**config.mk**
```make
export PLATFORM = sky130hd
export DESIGN_NAME = pipe_stage_skid
export DESIGN_NICKNAME = d
export VERILOG_FILES = /design/src/rtl/pipe_stage_skid.sv
export SDC_FILE = /design/constraint.sdc
export NUM_CORES = 1
export LEC_CHECK = 0
export ABC_AREA = 1
export ABC_CLOCK_PERIOD_IN_PS = 3700
export CAP_MARGIN = 25
export CELL_PAD_IN_SITES_DETAIL_PLACEMENT = 0
export CELL_PAD_IN_SITES_GLOBAL_PLACEMENT = 1
export CORE_UTILIZATION = 40
export DETAILED_ROUTE_END_ITERATION = 12
export PLACE_DENSITY = 0.91
export SLEW_MARGIN = 20
export SYNTH_ARGS = -nofsm -noshare
export SYNTH_HDL_FRONTEND = slang
export SYNTH_SLANG_ARGS = --single-unit
```
**constraint.sdc**
```tcl
create_clock -name clk -period 3.7 [get_ports clk]
set_input_delay 0.74 -clock clk [delete_from_list [all_inputs] [get_ports clk]]
set_output_delay 0.74 -clock clk [all_outputs]
set_load 0.1 [all_outputs]
```
**src/rtl/pipe_stage_skid.sv**
```systemverilog
// Valid/ready pipeline register with a two-entry skid buffer and synchronous flush.
// Define PIPE_STAGE_PERF_EN to add the stall_cnt/flush_cnt performance counters.
module pipe_stage_skid #(
   parameter int unsigned WIDTH = 32,
   parameter int unsigned CNT_W = 16
) (
   input  logic             clk,
   input  logic             rst,
   input  logic             flush,
   input  logic             in_valid,
   output logic             in_ready,
   input  logic [WIDTH-1:0] in_data,
   output logic             out_valid,
   input  logic             out_ready,
   output logic [WIDTH-1:0] out_data
`ifdef PIPE_STAGE_PERF_EN
   ,
   output logic [CNT_W-1:0] stall_cnt,
   output logic [CNT_W-1:0] flush_cnt
`endif
);

   typedef enum logic [1:0] {StEmpty, StOne, StFull} state_e;

   state_e           state_q, state_d;
   logic [WIDTH-1:0] main_q, main_d;
   logic [WIDTH-1:0] skid_q, skid_d;
   logic             in_xfer, out_xfer;

   // Handshake outputs depend on the state register only, so no ready/valid feedthrough.
   assign in_ready  = (state_q != StFull);
   assign out_valid = (state_q != StEmpty);
   assign out_data  = main_q;

   assign in_xfer  = in_valid & in_ready;
   assign out_xfer = out_valid & out_ready;

   always_comb begin
      state_d = state_q;
      main_d  = main_q;
      skid_d  = skid_q;
      case (state_q)
         StEmpty: begin
            if (in_xfer) begin
               state_d = StOne;
               main_d  = in_data;
            end
         end
         StOne: begin
            if (in_xfer && out_xfer) begin
               main_d = in_data;
            end else if (in_xfer) begin
               state_d = StFull;
               skid_d  = in_data;
            end else if (out_xfer) begin
               state_d = StEmpty;
            end
         end
         StFull: begin
            if (out_xfer) begin
               state_d = StOne;
               main_d  = skid_q;
            end
         end
         default: state_d = StEmpty;
      endcase
      // Flush only clears occupancy; stale data is harmless once valid is gone.
      if (flush) begin
         state_d = StEmpty;
         main_d  = main_q;
         skid_d  = skid_q;
      end
   end

   always_ff @(posedge clk or posedge rst) begin
      if (rst) begin
         state_q <= StEmpty;
         main_q  <= '0;
         skid_q  <= '0;
      end else begin
         state_q <= state_d;
         main_q  <= main_d;
         skid_q  <= skid_d;
      end
   end

`ifdef PIPE_STAGE_PERF_EN
   logic [CNT_W-1:0] stall_cnt_q, stall_cnt_d;
   logic [CNT_W-1:0] flush_cnt_q, flush_cnt_d;

   always_comb begin
      stall_cnt_d = stall_cnt_q;
      flush_cnt_d = flush_cnt_q;
      if (out_valid && !out_ready && (stall_cnt_q != '1)) begin
         stall_cnt_d = stall_cnt_q + 1'b1;
      end
      // One count per flush cycle regardless of how many entries were dropped.
      if (flush && (state_q != StEmpty) && (flush_cnt_q != '1)) begin
         flush_cnt_d = flush_cnt_q + 1'b1;
      end
   end

   always_ff @(posedge clk or posedge rst) begin
      if (rst) begin
         stall_cnt_q <= '0;
         flush_cnt_q <= '0;
      end else begin
         stall_cnt_q <= stall_cnt_d;
         flush_cnt_q <= flush_cnt_d;
      end
   end

   assign stall_cnt = stall_cnt_q;
   assign flush_cnt = flush_cnt_q;
`else
   // CNT_W only sizes the counters; keep it referenced when they are absent.
   logic [CNT_W-1:0] unused_cnt;
   assign unused_cnt = '0;
`endif

endmodule

```
---- Yosys cells after proc, flatten, opt, wreduce, memory -nomap -nowiden ----
Cells that the tools add are included.
word-level totals
  bits in registers ....................... 66
  latch bits .............................. 0
  memory bits (writable) .................. 0
  bits in read-only memories .............. 0
  bits of input ports ..................... 37
  logic and storage cells ................. 35
  memories ................................ 0
operators by class
  add/subtract/negate cells ............... 0
  $mul .................................... 0
  divide/modulo/power cells ............... 0
  $lt $le $gt $ge ......................... 0
  equality and inequality tests ........... 10
  shifts and indexed selects .............. 0
  multiplexer cells ....................... 11
  bitwise gates (word level) .............. 4
  reductions and logical operators ........ 7
operators with widths
  operator              number
  $mux W32              3
  $pmux W32 S3          1
  $mux W2               6
  $ne A3 B3 Y1 const B  3
  $ne A2 B2 Y1 const B  4
  $reduce_and A4 Y1     2
  $pmux W2 S3           1
  $reduce_and A5 Y1     1
  $ne A4 B4 Y1 const B  1
  $reduce_bool A3 Y1    1
  $and A1 B1 Y1         2
  $eq A2 B1 Y1 const B  1
  $eq A2 B2 Y1 const B  1
  $logic_not A2 Y1      1
  $not A1 Y1            2
  $reduce_bool A2 Y1    1
  $logic_and A1 B1 Y1   1

---- Logic depth before layout (Yosys ltp) ----
Gate-level depths: netlist of run 1.
  depth after elaboration ................. 7
  gate-level depth with buffers ........... 8
  depth with buffers taken out ............ 6

---- Worst setup path after synthesis of run 1 ----
Ideal clock, no wire load.
  path kind ............................... register to output
  start ................................... reg state_q[0]
  end ..................................... out out_valid
  arrival ................................. 1.086 ns
  setup slack ............................. 1.874 ns
  stages on the path, launching flop included .. 4
  path buffers ............................ 1
  path through ............................ dfrtp_1 buf_4 nor2_2 inv_1
on the way
  longest elaborated chain between the ends .. 1
ends and longest elaborated chain
  element                 line  source
  from (decl)             25    state_e state_q, state_d;
  from (signal assigned)  77    state_q <= StEmpty;
  from (signal assigned)  81    state_q <= state_d;
  $reduce_bool A2 Y1      32    assign out_valid = (state_q != StEmpty);
  to (decl)               13    output logic out_valid,
Every way passes these cells.

---- Worst setup path in the final report of run 1 ----
  start ................................... reg state_q[0]
  end ..................................... out in_ready
on the way
  longest elaborated chain between the ends .. 1
ends and longest elaborated chain
  element       line  source
  $ne A2 B2 Y1  31    assign in_ready = (state_q != StFull);
  to (decl)     11    output logic in_ready,
Every way passes these cells.

==> qor.yml, run 1 <==
power_and_ir_drop:
  power.switching_mw: 1.22
  seq_power_share_pct: 36.5
  p_int_mw: 1.60
  clkPwrFrac_pct: 24.0
  p_sw_share_pct: 43.2
  power.total_mw: 2.81
  peakVddDrop_mv: 0.241
  p_comb_share_pct: 39.5
  power.leakage_nw: 2.15
  p_per_area_nw_per_um2: 683
synthesis:
  synth_seq_cells: 66
  async_flop_share_pct: 100
  synth_top_area_share_pct: 50.6
  syn_inst: 414
  synth_edf_count: 0
  yosys_warnings: 0
  synth_area_um2: 3260
  ys_top_cells_by_area: "dfrtp_1 (51%), nand2_1 (23%), nand3_1 (15%), buf_6 (2.4%), buf_4 (2.3%)"
  avgSynthCellArea_um2: 7.88
  ys_seq_area_share_pct: 50.6
  synth_top_flop_cell: "dfrtp_1"
  ys_types: 19
  yosysTopAreaCell: "dfrtp_1"
  synth_fp_nets: 451
setup_path:
  required_ps: 2960
  critPathMaxFanout: 34
  critPathLaunchType: "register"
  endpoint_kind: "primary output"
  path_class: "reg -> out"
  cp.arrival_ps: 1900
placed_design:
  hpwl_mm: 4.94
  gp_congestion: 0.707
  dp_cells: 561
  portBuffers: 70
clock_tree:
  ctsHtreeMaxLevel: 3
  cts_setup_buffers: 0
  cts_sinks: 66
  clkTransAtPathRegs_ps: 70
  clock_latency_ps: 330
  cts.repair.resized: 0
  cts_root_buffer: "clkbuf_8"
  tritoncts: "yes"
  cts_buffers: 9
  clockBufferDepth: 2
  hold_buffers: 0
timing:
  setup_viol: 0
  max_slew_margin_pct: 33.6
  final.setup.tns_ps: 0
  tightest_slew_ps: 992
  min_period_ps: 2640
  slew_violations: 0
  fin_skew_ps: 9.91
  holdWs_ps: 471
  hold_viol: 0
  period_share_pct: 71.5
  fmax_mhz: 378
  rsz0062_at_grt: "no"
cells_and_area:
  antennaDiodeCount: 0
  area_growth_pct: 26.4
  fin_util_pct: 52.8
  drive_above_1_share_pct: 6.96
  finalNonFillerCells: 576
  fin_nets: 507
global_route:
  antenna_found_initial: 0
  grt_pass1_wl_mm: 13.2
  grt_usage_pct: 19.8
  overflow: 0
  grt_max_degree: 37
  grt_pass1_vias: 2725
route:
  avgViaCountPerCell: 5.04
  route.detailed.drc: 0
  final_antenna_net_count: 0
  wl_per_cell_um: 13.6
  drt_iter0_drc: 187
  via_count: 2902
  first_pass_iters: 4
  wl_mm: 7.84
floorplan:
  die_w_um: 92.3
  core_area_um2: 7810
  start_util_pct: 41.8
  rows: 32
  dieArea_um2: 8520
  die_h_um: 92.3
  ios: 71
outcome:
  outcome: "complete, no violations"
run:
  maxCapViolCount: 0
min_path:
  hold_path.class: "reg -> reg"
==> synth_stat cells, types with 3 or more instances <==
| master | count |
|---|---|
| buf_2 | 9 |
| buf_6 | 7 |
| inv_2 | 3 |
| dfrtp_1 | 66 |
| buf_4 | 10 |
| clkbuf_1 | 3 |
| nor2_1 | 5 |
| nand2_1 | 197 |
| nand2_4 | 4 |
| inv_1 | 3 |
| nand3_1 | 99 |
==> metal layers <==
| metal | track usage [%] | share of wire [%] | up-vias |
|---|---|---|---|
| met3 | 4.02 | 5.7 | 7 |
| met5 | 0 | 0 | - |
| li1 | - | - | 1435 |
| met1 | 26.2 | 45 | 1367 |
| met4 | 6.51 | 0.99 | 0 |
| met2 | 32.6 | 48 | 93 |
==> placed cells by master, fill, tap and decap left out, types with 2 or more instances in the layout <==
| master | n |
|---|---|
| dfrtp_1 | 66 |
| bufinv_16 | 2 |
| inv_2 | 4 |
| nand2_1 | 197 |
| inv_1 | 2 |
| clkdlybuf4s50_1 | 68 |
| nand3_1 | 99 |
| clkbuf_8 | 11 |
| buf_4 | 6 |
| clkbuf_1 | 2 |
| nor2_1 | 5 |
| nand2_4 | 4 |
==> cell type report <==
type | instances | area [um^2]
clock buffer | 13 | 159
clock inverter | 2 | 60.1
fill | 768 | 3680
inverter | 7 | 28.8
multi-input combinational | 312 | 1370
sequential | 66 | 1650
tap | 102 | 128
timing repair buffer | 74 | 726
==> cell families (layout without fill, tap and decap cells) <==
| family | Yosys count | in the layout | share of synthesized area, % |
|---|---|---|---|
| compound gates | 1 | 1 | 0.153 |
| buf+inv | 36 | 96 | 7.33 |
| flops | 66 | 66 | 50.6 |
| simple gates | 311 | 311 | 41.9 |
==> state kept, by name (all words and copies together), names as in the netlist <==
name,count
out_data,32
skid_q,32
state_q,2
==> stage by stage <==
step	instance area, um^2	setup slack (ps)
6_report	4120	1060
5_1_grt	4120	947
4_1_cts	4120	1040
3_5_place_dp	3910	1140
3_3_place_gp	3910	1200
2_1_floorplan	3260	1310
==> power groups by stage <==
stage	Clock [mW]	Sequential, mW	Combinational, mW
4_1_cts	0.687	1.03	1.12
3_5_place_dp	0	1.04	1.12
6_report	0.675	1.03	1.11
5_1_grt	0.718	1.05	1.18
2_1_floorplan	0	1.58	0.306
3_3_place_gp	0	1.03	1.10
==> worst max-delay path, cell delays in order, from the launching register on <==
cell and delay (ps):
dfrtp_1 580, inv_4 240, nand2_4 380, buf_4 370
==> worst paths after layout <==
kind,depth (start not counted),slack [ps],end,startpoint
min,2,470,skid_q[1],skid_q[1]
max reg2reg,6,1280,out_data[9],state_q[0]
max,3,1060,in_ready,state_q[0]
max in group asynchronous,3,2120,out_data[21],rst
min in group asynchronous,2,850,skid_q[5],rst
min reg2reg,2,470,skid_q[1],skid_q[1]
Note: power is estimated with default switching activity, not from simulation.
==> inputs of run 2 (changes only) <==
- ABC_CLOCK_PERIOD_IN_PS: 3700 -> 2200
- CORE_UTILIZATION: 40 -> 33
- PLACE_DENSITY: 0.91 -> 0.8
- clock period: 3.7 -> 2.2 ns (I/O delays scaled with it)
==> run 2 against run 1 <==
Effect of this change: setup slack worse by 700 ps; sequential share of layout area is 0.28 points lower; via count is 1.2% lower; non-clock buffer count is 7 higher; combinational power is 68% higher; register-to-register slack worse by 790 ps; critical path type unchanged.
==> qor.yml, run 2 (same netlist as run 1, synthesis figures left out) <==
outcome:
  outcome: "complete, no violations"  # unchanged
setup_path:
  required_ps: 1760  # was 2960 ps
  crit_cells: 3  # unchanged
  reg2reg_depth: 6  # unchanged
  cp.arrival_ps: 1410  # was 1900 ps
  r2r_end: "out_data[23]"  # was out_data[9]
  endpoint_kind: "primary output"  # unchanged
  critical_path.cell_chain: "inv_4 -> nand2_4 -> buf_12"  # was inv_4 -> nand2_4 -> buf_4
  timing.rr.start: "state_q[0]"  # unchanged
  cp_slowest_stage_delay_ps: 550  # was 580 ps
  cp_slowest_cell: "dfrtp_1"  # unchanged
  critPathMaxFanout: 19  # was 34
  crit_start: "state_q[0]"  # unchanged
  path_class: "reg -> out"  # unchanged
  cpLargestDelayFamily: "flip-flops"  # was buffers and inverters
  critPathLaunchType: "register"  # unchanged
  crit_buf_inv: 2  # unchanged
  ff2ff_setup_slack_ps: 490  # was 1280 ps
  endpoint: "in_ready"  # unchanged
cells_and_area:
  multi_input_area_um2: 1370  # unchanged
  mostFrequentLayoutCells: "nand2_1 (197), nand3_1 (99), dfrtp_1 (66)"  # was nand2_1 (197), nand3_1 (99), clkdlybuf4s50_1 (68)
  fin_nets: 514  # was 507
  area_growth_pct: 27.3  # was 26.4%
  fin_util_pct: 44.1  # was 52.8%
  final_common_cell: "nand2_1"  # unchanged
  final-seq-area_um2: 1650  # unchanged
  drive_above_1_share_pct: 15.4  # was 6.96%
  antennaDiodeCount: 0  # unchanged
  fillers: 959  # was 768
timing:
  final.setup.tns_ps: 0  # unchanged
  hold_viol: 0  # unchanged
  rsz0062_at_grt: "no"  # unchanged
  period_share_pct: 84.0
  tightest_slew_ps: 392  # was 992 ps
  max_slew_margin_pct: 73.9  # was 33.6%
  fmax_mhz: 541
  slew_violations: 0  # unchanged
  fin_skew_ps: 7.98  # was 9.91 ps
  setup_viol: 0  # unchanged
  min_period_ps: 1850
  holdWs_ps: 475  # was 471 ps
min_path:
  hold_path.class: "reg -> reg"  # unchanged
  min_path_cells: 2  # unchanged
floorplan:
  die_h_um: 101  # was 92.3 um
  core_area_um2: 9420  # was 7810 um^2
  start_util_pct: 34.6  # was 41.8%
  die_w_um: 101  # was 92.3 um
  rows: 35  # was 32
  ios: 71  # unchanged
  dieArea_um2: 10300  # was 8520 um^2
global_route:
  antenna_found_initial: 0  # unchanged
  grt_pass1_wl_mm: 13.6  # was 13.2 mm
  grt_pass1_vias: 2691  # was 2725
  grt_max_degree: 67  # was 37
  grt_usage_pct: 17.4  # was 19.8%
  overflow: 0  # unchanged
power_and_ir_drop:
  power.total_mw: 4.63  # was 2.81 mW
  peakVddDrop_mv: 0.505  # was 0.241 mV
  power.leakage_nw: 2.22  # was 2.15 nW
  p_per_area_nw_per_um2: 1110  # was 683 nW/um^2
route:
  avgViaCountPerCell: 4.69  # was 5.04
  drt_iter0_drc: 176  # was 187
  route.detailed.drc: 0  # unchanged
  first_pass_iters: 4  # unchanged
  final_antenna_net_count: 0  # unchanged
  via_count: 2868  # was 2902
  wl_per_cell_um: 13.5  # was 13.6 um
  wl_mm: 8.27  # was 7.84 mm
clock_tree:
  cts_root_buffer: "clkbuf_8"  # unchanged
  cts.repair.resized: 0  # unchanged
  hold_buffers: 0  # unchanged
  clkTransAtPathRegs_ps: 70  # about the same
  cts_sinks: 66  # unchanged
  clockBufferDepth: 2  # unchanged
  tritoncts: "yes"  # unchanged
  clock_latency_ps: 340  # was 330 ps
  cts_buffers: 9  # unchanged
  cts_setup_buffers: 0  # unchanged
  ctsHtreeMaxLevel: 3  # unchanged
placed_design:
  hpwl_mm: 5.41  # was 4.94 mm
  portBuffers: 70  # unchanged
  gp_congestion: 0.782  # was 0.707
run:
  maxCapViolCount: 0  # unchanged
## run 2: cell count changes in the layout (fill, tap and decap cells not counted), sizes merged
cell / change
inv: +1
clkbuf: -2
clkinvlp: +2
buf: +39
bufinv: -1
clkinv: +1
clkdlybuf4s50: -32
## run 2: layout make-up
class | instances | area share (%)
Multi-Input combinational cell | 312 | 33.0
Clock buffer | 11 | 3.40
Inverter | 7 | 0.693
Timing Repair Buffer | 81 | 17.7
Tap cell | 129 | 3.89
Clock inverter | 5 | 1.51
Sequential cell | 66 | 39.8
## run 2: per-layer routing
metal  GRT usage (%)  wire length [um]  vias to the layer above
met1            23.1              3810                     1321
met4            5.24                61                        0
met5               0                 0                        -
met3            4.28               416                        6
met2            28.2              3980                       88
li1                -                 -                     1453
## run 2: tightest hold or removal path: cells and delay by family, from the launching register on
| kind | cells | cell delay [ps] |
|---|---|---|
| and+or+nand+nor | 2 | 100 |
| DFF | 1 | 350 |
## run 2: metrics by stage
stage	area [um^2]	cells	worst slack [ps]
5_1_grt	4150	611	258
6_report	4150	611	351
2_1_floorplan	3260	414	105
3_5_place_dp	3950	595	134
4_1_cts	4150	611	324
3_3_place_gp	3950	595	156
## run 2: how the worst min path moves through the flow
stage / slack, ps / endpoint / startpoint
floorplan: 440 / skid_q[0] / skid_q[0]
global placement: 450 / skid_q[3] / skid_q[3]
detailed placement: 460 / skid_q[17] / skid_q[17]
CTS: 480 / skid_q[4] / skid_q[4]
global route: 490 / skid_q[23] / skid_q[23]
finish: 480 / skid_q[13] / skid_q[13]
## run 2: power by group
group / internal, mW / switching [mW]
sequential: 1.54 / 0.186
combinational: 0.431 / 1.43
clock: 0.561 / 0.481
total: 2.53 / 2.10
==> inputs of run 3 (changes only) <==
- ABC_CLOCK_PERIOD_IN_PS: 2200 -> 1500
- clock period: 2.2 -> 1.5 ns (I/O delays scaled with it)
==> run 3 against run 2 <==
Effect of this change: the run now ends with setup timing left; clock-buffer cell count is 1 higher; clock power is 33% higher; critical endpoint unchanged; die area stayed put; flip-flop and latch count stayed put; first-iteration DRC count is 27% higher; largest power group unchanged; final cell count is 3.9% higher; global-route usage is 1.6 points higher; worst hold slack worse by 110 ps; non-clock buffer count is 25 higher; total power is 63% higher; register-to-register slack worse by 480 ps.
==> qor.yml, run 3 (same netlist as run 1, synthesis figures left out) <==
outcome:
  outcome: "complete, but fails checks"  # was complete, no violations
  violations: "setup timing"
timing:
  setup_viol: 2  # was 0
  fmax_mhz: 654
  tightest_slew_ps: 394  # was 392 ps
  slew_violations: 0  # unchanged
  min_period_ps: 1530
  rsz0062_at_grt: "yes"  # was no
  hold_viol: 0  # unchanged
  period_share_pct: 102
  max_slew_margin_pct: 73.7  # was 73.9%
  fin_ws_ps: -28.7  # was 351 ps
  fin_skew_ps: 4.63  # was 7.98 ps
cells_and_area:
  finalNonFillerCells: 635  # was 611
  mostFrequentLayoutCells: "nand2_1 (170), nand3_1 (99), dfrtp_1 (65)"  # was nand2_1 (197), nand3_1 (99), dfrtp_1 (66)
  final_common_cell: "nand2_1"  # unchanged
  antennaDiodeCount: 0  # unchanged
  drive_above_1_share_pct: 25.5  # was 15.4%
  area_growth_pct: 54.3  # was 27.3%
  fin_nets: 540  # was 514
  fin_util_pct: 53.4  # was 44.1%
setup_path:
  required_ps: 1200  # was 1760 ps
  critPathMaxFanout: 3  # was 19
  path_class: "reg -> out"  # unchanged
  critPathLaunchType: "register"  # unchanged
  cp.arrival_ps: 1230  # was 1410 ps
  endpoint_kind: "primary output"  # unchanged
route:
  final_antenna_net_count: 0  # unchanged
  wl_per_cell_um: 14.6  # was 13.5 um
  avgViaCountPerCell: 4.84  # was 4.69
  via_count: 3074  # was 2868
  drt_iter0_drc: 223  # was 176
  route.detailed.drc: 0  # unchanged
  first_pass_iters: 6  # was 4
  wl_mm: 9.30  # was 8.27 mm
clock_tree:
  cts_buffers: 9  # unchanged
  cts_sinks: 66  # unchanged
  hold_buffers: 0  # unchanged
  ctsHtreeMaxLevel: 3  # unchanged
  clockBufferDepth: 2  # unchanged
  cts_root_buffer: "clkbuf_8"  # unchanged
  clkTransAtPathRegs_ps: 70  # about the same
  clock_latency_ps: 340  # about the same
  tritoncts: "yes"  # unchanged
min_path:
  hold_path.class: "in -> async"  # was reg -> reg
placed_design:
  hpwl_mm: 5.65  # was 5.41 mm
  dp_cells: 606  # was 595
  portBuffers: 70  # unchanged
  gp_congestion: 0.769  # was 0.782
floorplan:
  die_w_um: 101  # unchanged
  dieArea_um2: 10300  # unchanged
  start_util_pct: 34.6  # unchanged
  die_h_um: 101  # unchanged
  ios: 71  # unchanged
  rows: 35  # unchanged
  core_area_um2: 9420  # unchanged
power_and_ir_drop:
  power.total_mw: 7.55  # was 4.63 mW
  p_per_area_nw_per_um2: 1500  # was 1110 nW/um^2
  peakVddDrop_mv: 0.813  # was 0.505 mV
  power.leakage_nw: 2.55  # was 2.22 nW
global_route:
  antenna_found_initial: 0  # unchanged
  grt_pass1_wl_mm: 14.9  # was 13.6 mm
  grt_pass1_vias: 3046  # was 2691
  overflow: 0  # unchanged
  grt_max_degree: 38  # was 67
  grt_usage_pct: 19.0  # was 17.4%
run:
  maxCapViolCount: 0  # unchanged
run 3: repair_timing:
| action | CTS | global route |
|---|---|---|
| endpoints found under the setup margin | 34 | 49 |
| setup buffers | 5 | 6 |
| cloned | 1 | 3 |
| gates resized for setup | 12 | 39 |
| pin swaps | 2 | 16 |
run 3: area by class of cell:
class / count / area, um^2
well taps: 129 / 161
multi-input cells: 313 / 1520
flip-flops and latches: 66 / 1650
fillers: 830 / 4380
clock inverters: 2 / 12.5
repair buffers: 106 / 1490
clock buffers: 12 / 165
inverters: 7 / 37.5
run 3: final timing paths:
check                           start           end  slack [ps]  cells after the start
setup / recovery           state_q[0]      in_ready         -30                      4
hold / removal                    rst    state_q[0]         360                      3
setup reg to reg           state_q[0]  out_data[17]          10                      9
hold reg to reg            skid_q[30]    skid_q[30]         470                      2
max in group asynchronous         rst   out_data[7]         930                      3
min in group clk           skid_q[30]    skid_q[30]         470                      2
run 3: report_power, final:
| part | switching [mW] | leakage (nW) | total [mW] | internal [mW] |
|---|---|---|---|---|
| Clock | 0.670 | 0.0903 | 1.38 | 0.715 |
| Sequential | 0.409 | 0.827 | 2.67 | 2.26 |
| Combinational | 2.20 | 1.64 | 3.50 | 1.30 |
| Total | 3.28 | 2.55 | 7.55 | 4.28 |
run 3: metrics by stage:
| step | TNS [ps] | setup slack (ps) | cell area (um^2) | hold WS (ps) |
|---|---|---|---|---|
| after floorplan | 0 | 114 | 3270 | 443 |
| after global placement | -13690 | -261 | 4520 | 454 |
| after detailed placement | -14420 | -269 | 4520 | 459 |
| after CTS | -55.2 | -33.2 | 4790 | 360 |
| after global routing | -651 | -61.7 | 5030 | 384 |
| final | -43.2 | -28.7 | 5030 | 364 |
run 3: routing by layer:
| metal | part of all wire (%) | routed length (um) | vias up | track usage, % |
|---|---|---|---|---|
| met5 | 0 | 0 | - | 0 |
| met4 | 1.4 | 129 | 0 | 7.92 |
| met3 | 4.7 | 437 | 12 | 4.21 |
| met2 | 50 | 4620 | 98 | 31.0 |
| met1 | 44 | 4110 | 1468 | 24.5 |
| li1 | - | - | 1496 | - |
run 3: worst max-delay path, cell delays in order (launching register included):
cell	delay [ps]
dfrtp_1	440
buf_6	160
inv_6	60
nand2_8	60
buf_12	160
